<file path="src/rtl/dr_rx_decoder.sv">
// dr_rx_decoder: four-phase dual-rail receiver with synchronizer, spacer/codeword FSM and ready/valid output.
// Optional DR_RX_DECODER_ALT_SPACER_EN: expected spacer polarity alternates after every capture.
module dr_rx_decoder #(
    parameter int WIDTH       = 4,
    parameter bit SPACER      = 1'b0,
    parameter int SYNC_STAGES = 2
) (
    input  logic             CLK,
    input  logic             RST,
    input  logic [WIDTH-1:0] D_1,
    input  logic [WIDTH-1:0] D_0,
    output logic             ACK,
    output logic [WIDTH-1:0] Q,
    output logic             Q_VALID,
    input  logic             Q_READY,
    output logic             ERR
);
    typedef enum logic {WAIT_CW, WAIT_SP} state_t;
    state_t state, state_n;
    logic [WIDTH-1:0] sync_1 [SYNC_STAGES];
    logic [WIDTH-1:0] sync_0 [SYNC_STAGES];
    logic [SYNC_STAGES-1:0] sync_v;
    logic [WIDTH-1:0] r1, r0, valid_bits, spacer_bits, illegal_bits, q_n;
    logic primed, all_valid, all_spacer, any_illegal, capture, advance;
    logic ack_n, q_valid_n, err_n, s_exp;
    always_ff @(posedge CLK) begin
        if (RST) begin
            for (int i = 0; i < SYNC_STAGES; i++) begin
                sync_1[i] <= {WIDTH{SPACER}};
                sync_0[i] <= {WIDTH{SPACER}};
                sync_v[i] <= 1'b0;
            end
        end else begin
            sync_1[0] <= D_1;
            sync_0[0] <= D_0;
            sync_v[0] <= 1'b1;
            for (int i = 1; i < SYNC_STAGES; i++) begin
                sync_1[i] <= sync_1[i-1];
                sync_0[i] <= sync_0[i-1];
                sync_v[i] <= sync_v[i-1];
            end
        end
    end
    // The synchronizer's reset contents are not real samples, so the FSM ignores them
    assign primed = sync_v[SYNC_STAGES-1];
    assign r1 = sync_1[SYNC_STAGES-1];
    assign r0 = sync_0[SYNC_STAGES-1];
    assign valid_bits   = r1 ^ r0;
    assign spacer_bits  = ~(r1 ^ r0) & ~(r1 ^ {WIDTH{s_exp}});
    assign illegal_bits = ~(r1 ^ r0) & (r1 ^ {WIDTH{s_exp}});
    assign all_valid   = &valid_bits;
    assign all_spacer  = &spacer_bits;
    assign any_illegal = |illegal_bits;
    assign capture = primed && state == WAIT_CW && all_valid && (!Q_VALID || Q_READY);
    assign advance = primed && state == WAIT_SP && all_spacer;
`ifdef DR_RX_DECODER_ALT_SPACER_EN
    always_ff @(posedge CLK) begin
        if (RST) s_exp <= SPACER;
        else     s_exp <= s_exp ^ capture;
    end
`else
    assign s_exp = SPACER;
`endif
    always_comb begin
        state_n   = capture ? WAIT_SP : advance ? WAIT_CW : state;
        ack_n     = capture ? 1'b1 : advance ? 1'b0 : ACK;
        q_n       = capture ? r1 : Q;
        q_valid_n = capture | (Q_VALID & ~Q_READY);
        err_n     = ERR | any_illegal;
    end
    always_ff @(posedge CLK) begin
        if (RST) begin
            state   <= WAIT_SP;
            ACK     <= 1'b0;
            Q       <= '0;
            Q_VALID <= 1'b0;
            ERR     <= 1'b0;
        end else begin
            state   <= state_n;
            ACK     <= ack_n;
            Q       <= q_n;
            Q_VALID <= q_valid_n;
            ERR     <= err_n;
        end
    end
endmodule

</file>
<file path="config.mk">
export PLATFORM = sky130hd
export DESIGN_NAME = dr_rx_decoder
export DESIGN_NICKNAME = d
export VERILOG_FILES = /design/src/rtl/dr_rx_decoder.sv
export SDC_FILE = /design/constraint.sdc
export NUM_CORES = 1
export LEC_CHECK = 0
export ABC_AREA = 1
export ABC_CLOCK_PERIOD_IN_PS = 1400
export CELL_PAD_IN_SITES_DETAIL_PLACEMENT = 0
export CELL_PAD_IN_SITES_GLOBAL_PLACEMENT = 1
export CORE_UTILIZATION = 38
export CTS_BUF_LIST = sky130_fd_sc_hd__clkbuf_8
export DETAILED_ROUTE_END_ITERATION = 16
export GPL_TIMING_DRIVEN = 0
export PLACE_DENSITY = 0.87
export RECOVER_POWER = 25
export SETUP_SLACK_MARGIN = 0.1
export SYNTH_ARGS = -nofsm -noshare
export SYNTH_HDL_FRONTEND = slang
export SYNTH_SLANG_ARGS = --single-unit
</file>
<file path="constraint.sdc">
create_clock -name CLK -period 1.4 [get_ports CLK]
set_clock_uncertainty 0.05 [all_clocks]
set_input_delay 0.28 -clock CLK [delete_from_list [all_inputs] [get_ports CLK]]
set_output_delay 0.28 -clock CLK [all_outputs]
set_load 0.05 [all_outputs]
</file>
==> impl_metrics.json, run 1 <==
{
  "vias": 781,
  "rsz0062_at_grt": "yes",
  "hp-class": "flip-flop to flip-flop",
  "finalPower_mw": 1.396,
  "overflow": 0,
  "synth_largest_area_cell": "dfxtp_1",
  "cts_root_buf": "clkbuf_8",
  "worstSetupStartpointType": "flip-flop",
  "grt_use_total": 0.1420,
  "crit_path_end": "Q[2]",
  "start_util": 0.4097,
  "path_clk_slew_ns": 0.09,
  "layout_min_cycle_time_ns": 1.346,
  "hold_ws_ns": 0.3479,
  "layout-drive-gt1-share": 0.3354,
  "nNetsFinal": 178,
  "dr.pass1.iters": 3,
  "clkSinkCount": 26,
  "antenna_found_initial": 0,
  "placed_area_um2": 1241,
  "pin_count": 18,
  "area.growth.synth_to_final_pct": 36.56,
  "ys_ff_latch": 26,
  "slew-limit-headroom": 0.8312,
  "ys_seq_area_frac": 0.5036,
  "synthCells": 128,
  "status": "finished clean",
  "synth_nets": 147,
  "diodes": 0,
  "viasPerCell": 4.154,
  "cp.arrival_ns": 1.47,
  "cp_max_fo": 5,
  "pre_cts_slack_ns": -0.08860,
  "mappedNetlistArea_um2": 1033,
  "core_area_um2": 2522,
  "cellPowerDensity_nw_per_um2": 989.1,
  "drv_slew": 0,
  "ys_top_cells_by_area": "dfxtp_1, inv_1, ha_1",
  "antenna_left": 0,
  "wirelength_um": 1713,
  "grt_pass1_wl_um": 2870,
  "rows": 18,
  "design_area_um2": 1411,
  "synth_cell_type_count": 14,
  "first_iter_violations": 3,
  "gp_routability_congestion": 0.7962,
  "cp_data_required_time_ns": 1.53,
  "avgSynthCellArea_um2": 8.074,
  "max_slew.worst_pin.slew_ns": 0.2526,
  "cts-htree-levels": 1,
  "r2r-start": "sync_1[0][5]",
  "reg2reg_slack_ns": 0.05,
  "wl_per_cell_um": 9.112,
  "cts_tree": "done",
  "insertion_delay_ns": 0.27,
  "drv_cap": 0,
  "finalSetupViolations": 0,
  "portBuffers": 17,
  "reg2reg_depth": 8,
  "yosys.area.top_type_share": 0.5036,
  "worstSetupPathType": "flip-flop to flip-flop",
  "drc": 0,
  "dieArea_um2": 2932,
  "fillCellCount": 231,
  "period_share": 0.9613,
  "post-route-util": 0.5595,
  "grt_pass1_vias": 679,
  "p_leak_nw": 0.7341,
  "grt_max_degree": 15,
  "yosysWarnings": 0,
  "cp-startpoint": "sync_1[0][5]",
  "finalHoldViolCount": 0,
  "cts_buffers": 3,
  "r2r_end": "Q[2]",
  "die_h_um": 54.15,
  "hold_buffers": 0,
  "fin_ws_ns": 0.05413,
  "die_w_um": 54.15,
  "dp_hpwl_um": 1081,
  "vdd_ir_drop_max_mv": 0.5971,
  "clock.fmax_mhz": 743.0,
  "clockBufferDepth": 2,
  "end_kind": "flip-flop"
}
flip-flops by register name, indices dropped and copies added, names as in the netlist:
signal / flops
ACK: 1
sync_1: 8
Q_VALID: 1
ERR: 1
Q: 4
sync_v: 2
sync_0: 8
state: 1
routing by layer:
layer,vias to the layer above,share of wire,global-route usage
met1,334,0.43,0.1578
met2,23,0.50,0.2459
met5,-,0,0
met3,3,0.054,0.04237
li1,421,-,-
met4,0,0.014,0.06410
Yosys cell counts:
cell type,number
inv_1,38
dfxtp_1,26
nor2_1,24
nand2_1,17
ha_1,8
nand4_1,4
a21oi_1,2
buf_2,2
nand2_2,2
nand3_1,1
nand3_4,1
nor2_4,1
nor2_8,1
o21ai_0,1
report_power, final:
part	internal (mW)	switching (mW)	total [mW]
combinational	0.0700	0.0644	0.134
clock	0.251	0.229	0.480
sequential	0.768	0.0131	0.781
kinds of logic (layout without fill, tap and decap cells):
group | count (synthesis) | in the layout | share of synthesized area
compound gates | 3 | 3 | 0.01452
buf+inv | 40 | 70 | 0.1477
simple gates | 51 | 51 | 0.2373
fa+ha+maj | 8 | 8 | 0.09686
flops | 26 | 26 | 0.5036
stage by stage:
step                      std cells    TNS, ns
after CTS                       182          0
after global routing            188  -0.006375
final                           188          0
after detailed placement        175     -1.123
after global placement          175    -0.8436
after floorplan                 128          0
how the worst min path moves through the flow:
stage | endpoint | cells past startpoint | slack [ns] | start
floorplan | sync_0[0][0] | 2 | 0.34 | D_0[0]
global placement | sync_v[1] | 2 | 0.34 | sync_v[0]
detailed placement | sync_1[0][7] | 2 | 0.34 | sync_1[0][3]
CTS | sync_1[0][7] | 2 | 0.35 | sync_1[0][3]
global route | sync_1[0][5] | 2 | 0.36 | sync_1[0][1]
finish | sync_1[0][7] | 2 | 0.35 | sync_1[0][3]
cell usage in the layout, fill, tap and decap left out:
master	n
a21oi_1	2
buf_2	9
buf_4	9
clkbuf_8	4
clkdlybuf4s50_1	9
dfxtp_1	18
dfxtp_2	8
dlygate4sd3_1	1
ha_1	4
ha_4	4
inv_1	29
inv_2	9
nand2_1	13
nand2_2	4
nand2_4	2
nand3_1	1
nand3_4	1
nand4_1	4
nor2_1	23
nor2_2	1
nor2_4	1
nor2_8	1
o21ai_0	1
repair_timing:
item / 4_1_cts / 5_1_grt
setup buffers: 3 / 6
pin swaps: 13 / 8
setup endpoints to repair: 12 / 8
endpoints found under the hold margin: 0 / 0
gates resized for setup: 53 / 10
area by class of cell:
cell class                 count  area [um2]  area share
inverter                      38       142.6      0.1011
multi-input combinational     62       432.9      0.3067
sequential                    26       530.5      0.3759
buffer                         2       10.01    0.007092
tap                           30       37.54     0.02660
clock buffer                   4       55.05     0.03901
timing repair buffer          26       202.7      0.1436
critical path: stages (launching register included):
cell and delay, ns:
dfxtp_2 0.35, inv_2 0.05, ha_4 0.26, nand2_4 0.06
nor2_8 0.14, buf_4 0.13, nand4_1 0.08, nand2_1 0.10
nor2_2 0.03
No activity file was read; power rests on OpenSTA's default activity.
==> run 2, diff against run 1 <==
Settings changed: ABC_AREA 1 to default, PLACE_DENSITY 0.87 to 0.85.
==> run 2 against run 1 <==
  * The flow now finishes with violations (negative setup slack)
  * First-iteration DRC count increased by 67%
  * Utilization decreased by 0.70 points
  * Worst hold slack improved by 0.041 ns
  * Critical path depth decreased by 2
  * Sequential share of layout area increased by 4.4 points
  * Sequential power about the same
  * Global-route usage decreased by 1.2 points
  * Synthesized cell count decreased by 30%
  * Combinational power decreased by 25%
  * Cell count decreased by 24%
  * Die area decreased by 9.0%
  * Sequential cell count unchanged
==> impl_metrics.json, run 2 <==
{
  "area.growth.synth_to_final_pct": 34.18,
  "path_cells": "inv_2 > ha_4 > and4b_1 > and4_4 > buf_6 > mux2i_1",
  "slew-limit-headroom": 0.6763,
  "grt_use_total": 0.1299,
  "yosysWarnings": 0,
  "finalHoldViolCount": 0,
  "seq_power_share": 0.524,
  "cts-htree-levels": 1,
  "die_h_um": 51.66,
  "combPwrFrac": 0.068,
  "dr.pass1.iters": 4,
  "cts_buffers": 3,
  "slowest_delay_ns": 0.36,
  "mappedNetlistArea_um2": 937.1,
  "max_slew.worst_pin.slew_ns": 0.4855,
  "synth-main-ff-cell": "dfxtp_1",
  "drc": 0,
  "cts_tree": "done",
  "antenna_left": 0,
  "synth_nets": 109,
  "synthCells": 90,
  "ys_ff_latch": 26,
  "overflow": 0,
  "rsz0062_at_grt": "yes",
  "synthMostInstantiatedCell": "dfxtp_1",
  "first_iter_violations": 5,
  "final_cell_mix": "dfxtp_1, nor2b_1, nand2_1, clkdlybuf4s50_1",
  "clock.fmax_mhz": 669.1,
  "pwr-share-clk": 0.408,
  "cp_max_fo": 4,
  "yosys.area_share.simple": 0.2123,
  "synth_top_cells_by_count": "dfxtp_1, nor2b_1, nand2_1, ha_1, inv_1",
  "viasPerCell": 4.420,
  "grt_pass1_wl_um": 2456,
  "avgSynthCellArea_um2": 10.41,
  "finalPower_mw": 1.488,
  "cp_data_required_time_ns": 1.55,
  "gp_routability_congestion": 0.8506,
  "ys_top_cells_by_area": "dfxtp_1, nor2b_1, ha_1",
  "synth_compound_area_frac": 0.02670,
  "nNetsFinal": 135,
  "slowest_stage": "dfxtp_2",
  "swShare": 0.1891,
  "portBuffers": 17,
  "drv_slew": 0,
  "clkSinkCount": 26,
  "layout-drive-gt1-share": 0.2870,
  "layout_min_cycle_time_ns": 1.495,
  "clockBufferDepth": 2,
  "ys_seq_area_frac": 0.5554,
  "placed_area_um2": 1146,
  "cp.arrival_ns": 1.64,
  "status": "complete, but fails checks",
  "design_area_um2": 1257,
  "synth_edf_count": 0,
  "rows": 17,
  "end_kind": "flip-flop",
  "grt_max_degree": 16,
  "worstSetupPathType": "flip-flop to flip-flop",
  "cts_root_buf": "clkbuf_8",
  "synth_cell_type_count": 18,
  "cellPowerDensity_nw_per_um2": 1184,
  "vdd_ir_drop_max_mv": 1.028,
  "fin_ws_ns": -0.09456,
  "dieArea_um2": 2669,
  "hp-class": "flip-flop to flip-flop",
  "diodes": 0,
  "dp_hpwl_um": 946.5,
  "p_leak_nw": 0.5192,
  "violations": "negative setup slack",
  "synth_adder_area_share": 0.1068,
  "grt_pass1_vias": 573,
  "synth.area.mux_share": 0.04272,
  "path_clk_slew_ns": 0.09,
  "final_common_cell": "dfxtp_1",
  "synth_largest_area_cell": "dfxtp_1",
  "ys_async_sr_fraction": 0,
  "switchingPower_mw": 0.2814,
  "finalSetupViolations": 4,
  "core_area_um2": 2276,
  "insertion_delay_ns": 0.27,
  "vias": 632,
  "wl_per_cell_um": 10.13,
  "period_share": 1.068,
  "reg_top3": "sync_0 x8, sync_1 x8, Q x4",
  "start_util": 0.4118,
  "synth_top_family_by_area": "simple AND/OR/NAND/NOR gates",
  "drv_cap": 0,
  "die_w_um": 51.66,
  "pin_count": 18,
  "worstSetupStartpointType": "flip-flop",
  "yosys.area.top_type_share": 0.5554,
  "synth_xor_area_frac": 0,
  "hold_buffers": 0,
  "antenna_found_initial": 0,
  "internal_power_mw": 1.207,
  "wirelength_um": 1448
}
run 2: power groups by stage:
stage	Combinational [mW]	Clock (mW)	Sequential (mW)
after floorplan	0.0435	0	0.798
after global placement	0.0860	0	0.796
after detailed placement	0.0877	0	0.796
after CTS	0.100	0.614	0.779
after global routing	0.114	0.657	0.783
final	0.101	0.607	0.780
run 2: timing repair:
action / 4_1_cts / 5_1_grt
resized for setup: 44 / 4
pin swaps: 5 / 3
setup buffers: 4 / 0
endpoints found under the hold margin: 0 / 0
setup endpoints to repair: 12 / 8
run 2: metal layers:
| layer | up-vias | part of all wire | GRT usage |
|---|---|---|---|
| met5 | - | 0 | 0 |
| met4 | 0 | 0.013 | 0.02703 |
| met3 | 2 | 0.067 | 0.06433 |
| met2 | 19 | 0.50 | 0.2316 |
| met1 | 278 | 0.42 | 0.1367 |
| li1 | 333 | - | - |
run 2: path summary, 6_finish.rpt:
kind	start	end	slack, ns	depth (start not counted)
setup / recovery	sync_1[0][4]	Q[2]	-0.09	6
hold / removal	sync_1[0][3]	sync_1[0][7]	0.39	1
setup reg to reg	sync_1[0][4]	Q[2]	-0.09	6
hold reg to reg	sync_1[0][3]	sync_1[0][7]	0.39	1
run 2: critical path: cells and delay by family (launching register included):
kind,cells,cell delay [ns]
simple gates,2,0.43
flops,1,0.36
fa+ha+maj,1,0.24
mux,1,0.17
buf+inv,2,0.16
run 2: cells by family (layout without fill, tap and decap cells):
family                   after synthesis  in the layout
AND/OR/NAND/NOR                       35             35
adder cells (fa/ha/maj)                8              8
flip-flops                            26             26
multiplexers                           4              4
buffers and inverters                 12             37
AO/OA/AOI/OAI                          5              5
run 2: final cells by class:
cell class | instances | area, um2
fill | 200 | 1018
sequential | 26 | 528.0
multi-input combinational | 52 | 405.4
timing repair buffer | 21 | 165.2
clock buffer | 3 | 41.29
tap | 28 | 35.03
inverter | 9 | 33.78
clock inverter | 1 | 30.03
buffer | 3 | 18.77
run 2: metrics by stage:
stage / util / hold slack [ns] / setup TNS [ns] / std cells / worst slack, ns
3_5_place_dp: 0.5036 / 0.3731 / -1.254 / 135 / -0.1195
2_1_floorplan: - / 0.3582 / -0.01670 / 90 / -0.004175
3_3_place_gp: 0.5036 / 0.3696 / -1.033 / 135 / -0.08619
4_1_cts: 0.5531 / 0.3931 / -0.2995 / 143 / -0.08142
6_report: 0.5525 / 0.3891 / -0.3540 / 143 / -0.09456
5_1_grt: 0.5525 / 0.4043 / -0.6183 / 143 / -0.1634
==> run 3, diff against run 2 <==
Settings changed: CTS_CLUSTER_SIZE from default to 30.
==> results of run 3 <==
Same layout as run 2: the final DEF is identical, and so are final timing and power.
